File: config.mk
export PLATFORM = sky130hd
export DESIGN_NAME = mem_access_unit
export DESIGN_NICKNAME = d
export VERILOG_FILES = /design/src/rtl/mem_access_unit.sv
export SDC_FILE = /design/constraint.sdc
export NUM_CORES = 1
export LEC_CHECK = 0
export CAP_MARGIN = 30
export CORE_MARGIN = 2
export CORE_UTILIZATION = 25
export DETAILED_ROUTE_END_ITERATION = 6
export SLEW_MARGIN = 15
export SYNTH_ARGS = -nofsm -noshare
export SYNTH_HDL_FRONTEND = slang
export SYNTH_SLANG_ARGS = --single-unit
File: constraint.sdc
create_clock -name clk -period 10.15 [get_ports clk]
set_input_delay 2.5375 -clock clk [delete_from_list [all_inputs] [get_ports clk]]
set_output_delay 2.5375 -clock clk [all_outputs]
set_load 0.03 [all_outputs]
File: src/rtl/mem_access_unit.sv
// Load/store initiator between the MEM stage and a synchronous word-wide data
// memory. Converts byte-addressed requests into single-cycle word read/write
// strobes, does read-modify-write for sub-word stores, and extends sub-word
// load data. Misaligned or out-of-range requests are answered with an error
// and never touch the memory.
module mem_access_unit #(
    parameter int ADDR_W = 7
) (
    input  logic              clk,
    input  logic              reset,
    input  logic              req_valid,
    output logic              req_ready,
    input  logic              req_we,
    input  logic [1:0]        req_size,
    input  logic              req_unsigned,
    input  logic [31:0]       req_addr,
    input  logic [31:0]       req_wdata,
    output logic              resp_valid,
    output logic [31:0]       resp_rdata,
    output logic              resp_error,
    output logic [ADDR_W-1:0] mem_address,
    output logic [31:0]       mem_write_data,
    output logic              mem_write,
    output logic              mem_read,
    input  logic [31:0]       mem_read_data
);

    typedef enum logic [2:0] {
        IDLE,
        LD_ISSUE,
        LD_WAIT,
        ST_ISSUE,
        RMW_ISSUE,
        RMW_WAIT,
        RMW_WRITE
    } state_t;

    localparam logic [1:0] SZ_BYTE = 2'b00;
    localparam logic [1:0] SZ_HALF = 2'b01;
    localparam logic [1:0] SZ_WORD = 2'b10;
    localparam logic [1:0] SZ_RSVD = 2'b11;

    state_t state, state_n;

    // Request fields captured at acceptance; the request bus is free afterwards
    logic [1:0]  lane_q;
    logic [1:0]  size_q;
    logic        uns_q;
    logic [31:0] wdata_q;

    // Next values of the registered outputs
    logic              resp_valid_n;
    logic [31:0]       resp_rdata_n;
    logic              resp_error_n;
    logic [ADDR_W-1:0] mem_address_n;
    logic [31:0]       mem_write_data_n;
    logic              mem_write_n;
    logic              mem_read_n;

    logic accept;
    logic req_bad;

    // Select the addressed byte or halfword and sign- or zero-extend it
    function automatic logic [31:0] extract_load(input logic [31:0] word,
                                                 input logic [1:0]  lane,
                                                 input logic [1:0]  size,
                                                 input logic        uns);
        logic signed [7:0]  b;
        logic signed [15:0] h;
        logic [31:0]        r;
        b = word[{lane, 3'b000} +: 8];
        h = word[{lane[1], 4'b0000} +: 16];
        case (size)
            SZ_BYTE: r = uns ? {24'd0, b} : {{24{b[7]}}, b};
            SZ_HALF: r = uns ? {16'd0, h} : {{16{h[15]}}, h};
            default: r = word;
        endcase
        return r;
    endfunction

    // Replace the addressed byte or halfword of the old word with store data
    function automatic logic [31:0] merge_store(input logic [31:0] word,
                                                input logic [31:0] wdata,
                                                input logic [1:0]  lane,
                                                input logic [1:0]  size);
        logic [31:0] r;
        r = word;
        if (size == SZ_BYTE) begin
            r[{lane, 3'b000} +: 8] = wdata[7:0];
        end else begin
            r[{lane[1], 4'b0000} +: 16] = wdata[15:0];
        end
        return r;
    endfunction

    assign req_ready = (state == IDLE);
    assign accept    = req_valid && req_ready;

    assign req_bad = (req_size == SZ_RSVD)
                   || ((req_size == SZ_HALF) && req_addr[0])
                   || ((req_size == SZ_WORD) && (req_addr[1:0] != 2'b00))
                   || (req_addr[31:ADDR_W+2] != '0);

    // Next-state and next-output decode; strobes and response default to idle
    always_comb begin
        state_n          = state;
        resp_valid_n     = 1'b0;
        resp_error_n     = 1'b0;
        resp_rdata_n     = resp_rdata;
        mem_address_n    = mem_address;
        mem_write_data_n = mem_write_data;
        mem_write_n      = 1'b0;
        mem_read_n       = 1'b0;
        case (state)
            IDLE: begin
                if (req_valid) begin
                    if (req_bad) begin
                        resp_valid_n = 1'b1;
                        resp_error_n = 1'b1;
                        resp_rdata_n = 32'd0;
                    end else begin
                        mem_address_n = req_addr[ADDR_W+1:2];
                        if (!req_we) begin
                            state_n    = LD_ISSUE;
                            mem_read_n = 1'b1;
                        end else if (req_size == SZ_WORD) begin
                            state_n          = ST_ISSUE;
                            mem_write_n      = 1'b1;
                            mem_write_data_n = req_wdata;
                        end else begin
                            state_n    = RMW_ISSUE;
                            mem_read_n = 1'b1;
                        end
                    end
                end
            end
            LD_ISSUE: state_n = LD_WAIT;
            LD_WAIT: begin
                state_n      = IDLE;
                resp_valid_n = 1'b1;
                resp_rdata_n = extract_load(mem_read_data, lane_q, size_q, uns_q);
            end
            ST_ISSUE: begin
                state_n      = IDLE;
                resp_valid_n = 1'b1;
                resp_rdata_n = 32'd0;
            end
            RMW_ISSUE: state_n = RMW_WAIT;
            RMW_WAIT: begin
                state_n          = RMW_WRITE;
                mem_write_n      = 1'b1;
                mem_write_data_n = merge_store(mem_read_data, wdata_q, lane_q, size_q);
            end
            RMW_WRITE: begin
                state_n      = IDLE;
                resp_valid_n = 1'b1;
                resp_rdata_n = 32'd0;
            end
            default: state_n = IDLE;
        endcase
    end

    // State and registered outputs; reset abandons any access in flight
    always_ff @(posedge clk) begin
        if (reset) begin
            state          <= IDLE;
            resp_valid     <= 1'b0;
            resp_error     <= 1'b0;
            resp_rdata     <= 32'd0;
            mem_address    <= '0;
            mem_write_data <= 32'd0;
            mem_write      <= 1'b0;
            mem_read       <= 1'b0;
        end else begin
            state          <= state_n;
            resp_valid     <= resp_valid_n;
            resp_error     <= resp_error_n;
            resp_rdata     <= resp_rdata_n;
            mem_address    <= mem_address_n;
            mem_write_data <= mem_write_data_n;
            mem_write      <= mem_write_n;
            mem_read       <= mem_read_n;
        end
    end

    // Capture request fields at acceptance (datapath only, no reset needed)
    always_ff @(posedge clk) begin
        if (accept && !reset) begin
            lane_q  <= req_addr[1:0];
            size_q  <= req_size;
            uns_q   <= req_unsigned;
            wdata_q <= req_wdata;
        end
    end

endmodule

## Yosys cells after proc, flatten, opt, wreduce, memory -nomap -nowiden

Index checks and enable logic that the tools add are counted.

- Register bits after elaboration: 99
- Input port bits: 103
- Output and inout bits: 76
- Word-level logic and storage cells: 89

- $add $sub $neg: 2
- Eq/ne operators: 15
- Shifts and indexed selects: 6
- Mux-type cells: 29
- Bitwise gates (word level): 3
- Reductions and logical operators: 22

Operators with widths:

| kind | count |
|---|---|
| $mux W32 | 9 |
| $pmux W32 S2 | 2 |
| $pmux W32 S3 | 1 |
| $bwmux W32 | 2 |
| $shift A16 B7 Y32 const A | 1 |
| $shift A8 B7 Y32 const A | 1 |
| $shiftx A16 B7 Y32 | 1 |
| $shiftx A32 B6 Y16 | 1 |
| $shiftx A32 B6 Y8 | 1 |
| $shiftx A8 B7 Y32 | 1 |
| $reduce_bool A23 Y1 | 1 |
| $neg A5 Y7 | 2 |
| $mux W3 | 4 |
| $pmux W3 S4 | 1 |
| $eq A3 B3 Y1 const B | 3 |
| $mux W1 | 8 |
| $eq A3 B2 Y1 const B | 2 |
| $ne A2 B1 Y1 const B | 3 |
| $reduce_and A3 Y1 | 2 |
| $reduce_and A5 Y1 | 1 |
| $eq A2 B1 Y1 const B | 2 |
| $eq A2 B2 Y1 const B | 2 |
| $logic_and A1 B1 Y1 | 4 |
| $ne A2 B2 Y1 const B | 2 |
| 13 further kinds | 20 |

## Longest topological paths before layout

Gate-level depths: netlist (run 1).

- Word-level depth: 8
- Gate-level depth with buffers: 11
- Mapped depth without buffers: 7

## Worst setup path after synthesis (run 1)

No wires, ideal clock.

- Path type: input port to flip-flop
- Start point: input port reset
- End point: register lane_q[0] (enable)
- Library setup time: 0.428 ns
- Data arrival time: 4.554 ns
- Data required time: 9.722 ns
- Setup slack: 5.168 ns
- Stages on the path: 3
- Buffers on the path: 2
- Cell sequence: clkbuf_1 > clkbuf_1 > nor3_1

- Longest elaborated chain between the ends: 2

Ends and longest elaborated chain:

| what | line | RTL |
|---|---|---|
| start: declaration | 10 | `input logic reset,` |
| $logic_not A1 Y1 | 188 | `if (accept && !reset) begin` |
| $logic_and A1 B1 Y1 | 188 |  |
| end signal: assignment | 189 | `lane_q <= req_addr[1:0];` |
| end: declaration | 46 | `logic [1:0] lane_q;` |

Every way passes these cells.
A chain may end at the register's enable or synchronous reset.

## Worst setup path after layout (run 1)

- Start point: register state[0]
- End point: output port req_ready

- Longest elaborated chain between the ends: 1

Ends and longest elaborated chain:

| what | line | RTL |
|---|---|---|
| start: declaration | 43 | `state_t state, state_n;` |
| start signal: assignment | 175 | `state <= state_n;` |
| $logic_not A3 Y1 | 96 | `assign req_ready = (state == IDLE);` |
| end: declaration | 12 | `output logic req_ready,` |

Every way passes these cells.

==> qor.csv, run 1 <==
metric;value;unit
Comb pwr share;14.5;%
setup TNS;0;ns
via count;4617;
largest delay contributor family on the critical path;buffers and inverters;
Async S/R FF share, synth;0;%
Reg2Reg Setup Slack;7.49;ns
Lkg Pwr;2.653;nW
Slew Viols, Final;0;
largest net degree at the start of global routing;58;
top post-synthesis cells by area;dfxtp_1, edfxtp_1, mux2i_1;
Hold WC Path Type;reg -> reg;
RSZ-0062 raised after global routing;no;
Skew-Pair Late Insertion Delay;0.35;ns
Total Power;867.5;uW
Post-synth top flop;dfxtp_1;
Crit. End Element;output pin;
top post-synthesis cells by count;dfxtp_1, nor2_1, nand2_1, a21oi_1, nor2b_1;
Die Span Y;145.9;um
post-DP HPWL;13.48;mm
cell accounting for the most synthesized area;dfxtp_1;
Slew headroom;45.08;%
Post-DRT Antenna Nets;0;
# port buffers;178;
fin util;37.53;%
post-synth top area share;31.03;%
sequential share of power;47.9;%
global-route wire length before repair;26.76;mm
I/O Pins;179;
Crit path required time;7.61;ns
synthesis-to-finish area growth;46.10;%
sw frac;24.72;%
period utilisation layout;45.33;%
final worst slack;5.549;ns
Worst Path Max Fanout;8;
Ant. Diodes;0;
core area;19590;um2
Setup Viol. Count Final;0;
# DRC;1;
Layout Skew;0.007172;ns
Final Hold Vio Count;0;
final WL;17.72;mm
Die ar.;21280;um2
Die Wd;145.9;um
Internal Power;653.1;uW
yosys warns;0;
Max stage delay on crit path;0.69;ns
DR iter-0 viols;306;
Post-Syn Instances;514;
Worst EP arrival;2.06;ns
clock root buffer;clkbuf_16;
# clock sinks;99;
Post-Syn Area;5032;um2
#FFs+latches synth;99;
max-cap violation count;0;
pre-CTS setup slack;5.241;ns
CTS buffer count;9;
PD cells;118.0;nW/um2
sequential share of the synthesized area;43.56;%
Placement Rows;51;
Yosys cell types;53;
CP Class;reg -> out;
count leader, synth;dfxtp_1;
initial core utilization;25.69;%
Post-Synthesis Net Count;622;
global placer's final weighted congestion;0.7802;
worst-margin pin slew;0.8213;ns
post-route minimum period;4.601;ns
share of cells above drive strength 1;8.297;%
Bufs on Longest Clock Path;2;
failing checks;design-rule violations;
Post-synth EDFFs;21;
WL/cell;18.62;um
Max Fclk;217.4;MHz
vias in the first global route;4477;
CTS resizes;0;
Final Net Count;790;
Avg Cell Area, Syn;9.791;um2
Post-CTS Setup Bufs;0;
slowest CP cell;clkdlybuf4s50_1;
hold_buf cts;0;
Cell Chain, Critical Path;or3_1, inv_1, clkdlybuf4s50_1;
first-pass detailed-route iteration total;7;
via density per instance;4.850;
Switch Pwr;214.4;uW
Buf/Inv on CP;2;
htree depth;3;
VDD IR max;0.07635;mV
clock power share;37.6;%
status;complete, but fails checks;
Total GRT Usage;16.30;%
clk slew on worst S/H paths;0.07;ns
initial antenna violation count;1;
CTS tree;yes;
total grt overflow;0;
startpoint types;flip-flop;
## metal layers
metal,GRT usage [%],share of wire [%],vias to the layer above
li1,-,-,2279
met1,22.12,45,2144
met2,25.00,45,167
met3,4.577,8.0,25
met4,5.245,2.2,2
met5,0,0.090,-
## cell type report
| type | count | area, um2 |
|---|---|---|
| clock buffers | 15 | 267.8 |
| repair buffers | 192 | 1887 |
| well taps | 265 | 331.6 |
| clock inverters | 1 | 8.758 |
| multi-input cells | 373 | 2639 |
| inverters | 7 | 26.28 |
| fillers | 1997 | 12240 |
| flip-flops and latches | 99 | 2192 |
## worst reg2reg max path, delay by kind of cell (launching register included)
family	cells	cell delay, ns
compound gates	1	0.19
fa+ha+maj	1	0.36
buf+inv	3	0.80
flops	1	0.32
simple gates	4	0.92
## registers in the layout (all words and copies together) (netlist names)
name,cells
mem_read,1
resp_valid,1
resp_error,1
wdata_q,16
mem_write,1
state,3
mem_write_data,32
size_q,2
uns_q,1
resp_rdata,32
lane_q,2
mem_address,7
## placed cells by master (no fill, tap or decap), drive strengths merged, types with 3 or more instances in the layout
cell | synthesis | routed
clkdlybuf4s50 | 0 | 177
dfxtp | 78 | 78
nor2 | 50 | 50
nand2 | 41 | 41
a21oi | 35 | 35
nor2b | 34 | 34
a2bb2oi | 24 | 24
nor3 | 24 | 24
o22a | 23 | 23
mux2i | 23 | 23
edfxtp | 21 | 21
o211ai | 16 | 16
o2bb2ai | 16 | 16
buf | 19 | 15
clkbuf | 16 | 15
nand2b | 10 | 10
a221oi | 9 | 9
mux2 | 8 | 8
a32o | 8 | 8
nor4 | 8 | 8
inv | 7 | 7
a222oi | 7 | 7
nor3b | 6 | 6
ha | 5 | 5
o21a | 3 | 3
o21ai | 3 | 3
## per-stage QoR
step                cells  hold slack (ns)  instance area [um2]
finish                952           0.4598                 7352
global route          952           0.4799                 7352
CTS                   949           0.4625                 7328
detailed placement    933           0.4472                 7052
global placement      931           0.4345                 7033
floorplan             514           0.4901                 5032
## worst paths after layout
| check | from | endpoint | cells after the start |
|---|---|---|---|
| max | state[0] | req_ready | 3 |
| min | resp_rdata[3] | resp_rdata[3] | 1 |
| max reg2reg | lane_q[1] | mem_write_data[30] | 9 |
| min reg2reg | resp_rdata[3] | resp_rdata[3] | 1 |
## power groups by stage
stage / sequential (mW) / combinational [mW] / clock [mW]
3_3_place_gp: 0.424 / 0.124 / 0
6_report: 0.416 / 0.126 / 0.326
5_1_grt: 0.416 / 0.136 / 0.352
2_1_floorplan: 0.422 / 0.0608 / 0
4_1_cts: 0.416 / 0.125 / 0.335
3_5_place_dp: 0.425 / 0.125 / 0
## cell families (layout without fill, tap and decap cells)
| family | after synthesis | after routing | share of synthesized area, % |
|---|---|---|---|
| AND/OR/NAND/NOR | 182 | 182 | 19.00 |
| AO/OA/AOI/OAI | 154 | 154 | 25.29 |
| flip-flops | 99 | 99 | 43.56 |
| buffers and inverters | 42 | 215 | 4.102 |
| multiplexers | 32 | 32 | 6.813 |
| adder cells (fa/ha/maj) | 5 | 5 | 1.243 |
Note: power is estimated with default switching activity, not from simulation.
==> run 2: changes to the inputs <==
Clock period 10.15 ns to 4 ns, I/O delays scaled along.
==> qor.csv, run 2 (same netlist as run 1, synthesis figures left out) <==
metric;value;unit
cells on worst reg2reg path;6;
Slew Viols, Final;0;
Post-CTS Setup Bufs;0;
# clock sinks;99;
max-cap violation count;0;
r2r endpoint;mem_write_data[3];
Cell Chain, Critical Path;or3_1, inv_1, clkdlybuf4s50_1;
CTS buffer count;9;
Setup crit start;state[0];
Die Wd;145.9;um
top flop regs;mem_write_data: 32 flops, resp_rdata: 32 flops, wdata_q: 16 flops;
dpl cell area;7078;um2
initial core utilization;25.69;%
global placer's final weighted congestion;0.8159;
multi-input combinational cell area;2639;um2
I/O Pins;179;
WL/cell;18.62;um
Total GRT Usage;16.41;%
Lkg Pwr;2.685;nW
Die Span Y;145.9;um
worst-margin pin slew;0.7409;ns
CTS resizes;0;
total grt overflow;0;
RSZ-0062 raised after global routing;no;
Setup Viol. Count Final;0;
# fillers;1984;
initial antenna violation count;0;
Post-DRT Antenna Nets;0;
startpoint types;flip-flop;
share of cells above drive strength 1;8.866;%
PD cells;318.4;nW/um2
final std cells w/o fill;953;
Setup crit end;req_ready;
Ant. Diodes;0;
core area;19590;um2
via density per instance;4.787;
Final Hold Vio Count;0;
htree depth;3;
Placed Cells;937;
Max stage delay on crit path;0.69;ns
CTS tree;yes;
Placement Rows;51;
Reg2Reg Setup Slack;1.52;ns
status;finished, final reports clean;
largest net degree at the start of global routing;34;
commonest non-fill, non-tap cell in the layout;clkdlybuf4s50_1;
fin util;37.85;%
Die ar.;21280;um2
via count;4562;
global-route wire length before repair;26.90;mm
most frequent cells in the layout;clkdlybuf4s50_1, dfxtp_1, nor2_1;
Crit path required time;3.00;ns
post-DP HPWL;13.49;mm
FF-to-FF Start;size_q[1];
period utilisation layout;77.09;%
# port buffers;178;
VDD IR max;0.1863;mV
# DRC;0;
hold_buf cts;0;
vias in the first global route;4495;
slowest CP cell;clkdlybuf4s50_1;
Max Fclk;324.3;MHz
first-pass detailed-route iteration total;6;
Bufs on Longest Clock Path;2;
Layout Skew;0.009450;ns
clock root buffer;clkbuf_16;
post-route minimum period;3.084;ns
Crit. End Element;output pin;
area taken by flip-flops and latches;2192;um2
setup TNS;0;ns
Worst Path Max Fanout;8;
CP Class;reg -> out;
Worst EP arrival;2.08;ns
clk slew on worst S/H paths;0.07;ns
synthesis-to-finish area growth;47.34;%
final WL;17.75;mm
Slew headroom;50.43;%
Final Net Count;791;
Hold WC Path Type;reg -> reg;
Hold Worst Slack;0.4598;ns
Skew-Pair Late Insertion Delay;0.36;ns
DR iter-0 viols;348;
final instance area;7415;um2
-- run 2: changes by cell type in the layout (fill, tap and decap cells not counted) --
cell,previous run,this run
buf_4,11,15
clkbuf_1,4,1
buf_6,2,0
bufinv_16,0,2
clkbuf_8,2,0
buf_2,2,1
clkbuf_16,9,10
clkinv_2,0,1
inv_6,0,1
-- run 2: worst min-delay path by stage --
stage	start	to	slack, ns	cells after the start
floorplan	state[1]	state[0]	0.49	1
CTS	resp_rdata[3]	resp_rdata[3]	0.46	1
detailed placement	resp_rdata[3]	resp_rdata[3]	0.45	1
finish	resp_rdata[3]	resp_rdata[3]	0.46	1
global route	resp_rdata[21]	resp_rdata[21]	0.48	1
global placement	resp_rdata[3]	resp_rdata[3]	0.44	1
-- run 2: through the flow --
stage	power [mW]	worst slack, ns
after floorplan	1.225	0.5554
after global routing	2.449	0.8399
after detailed placement	1.395	0.6457
after global placement	1.393	0.6235
after CTS	2.386	0.9100
final	2.361	0.9162
-- run 2: layout make-up --
class | instances | share of cell area (%)
multi-input cells | 373 | 35.59
repair buffers | 193 | 25.48
clock inverters | 5 | 1.114
well taps | 265 | 4.472
clock buffers | 11 | 3.426
inverters | 7 | 0.3544
flip-flops and latches | 99 | 29.56
-- run 2: where the power goes --
group	switching, mW	internal (mW)
combinational	0.155	0.162
sequential	0.0211	1.04
clock	0.398	0.589
total	0.574	1.79
-- run 2: critical path, delay by kind of cell (launching register included) --
family	cells	cell delay [ns]
buf+inv	2	0.82
flops	1	0.37
simple gates	1	0.54
-- run 2: metal layers --
metal  global-route usage [%]  vias up  part of all wire, %
met5                        0        -                    0
met4                    4.412        0                  1.3
met3                    4.859       14                  7.1
met2                    25.45      147                   45
met1                    22.24     2125                   47
li1                         -     2276                    -
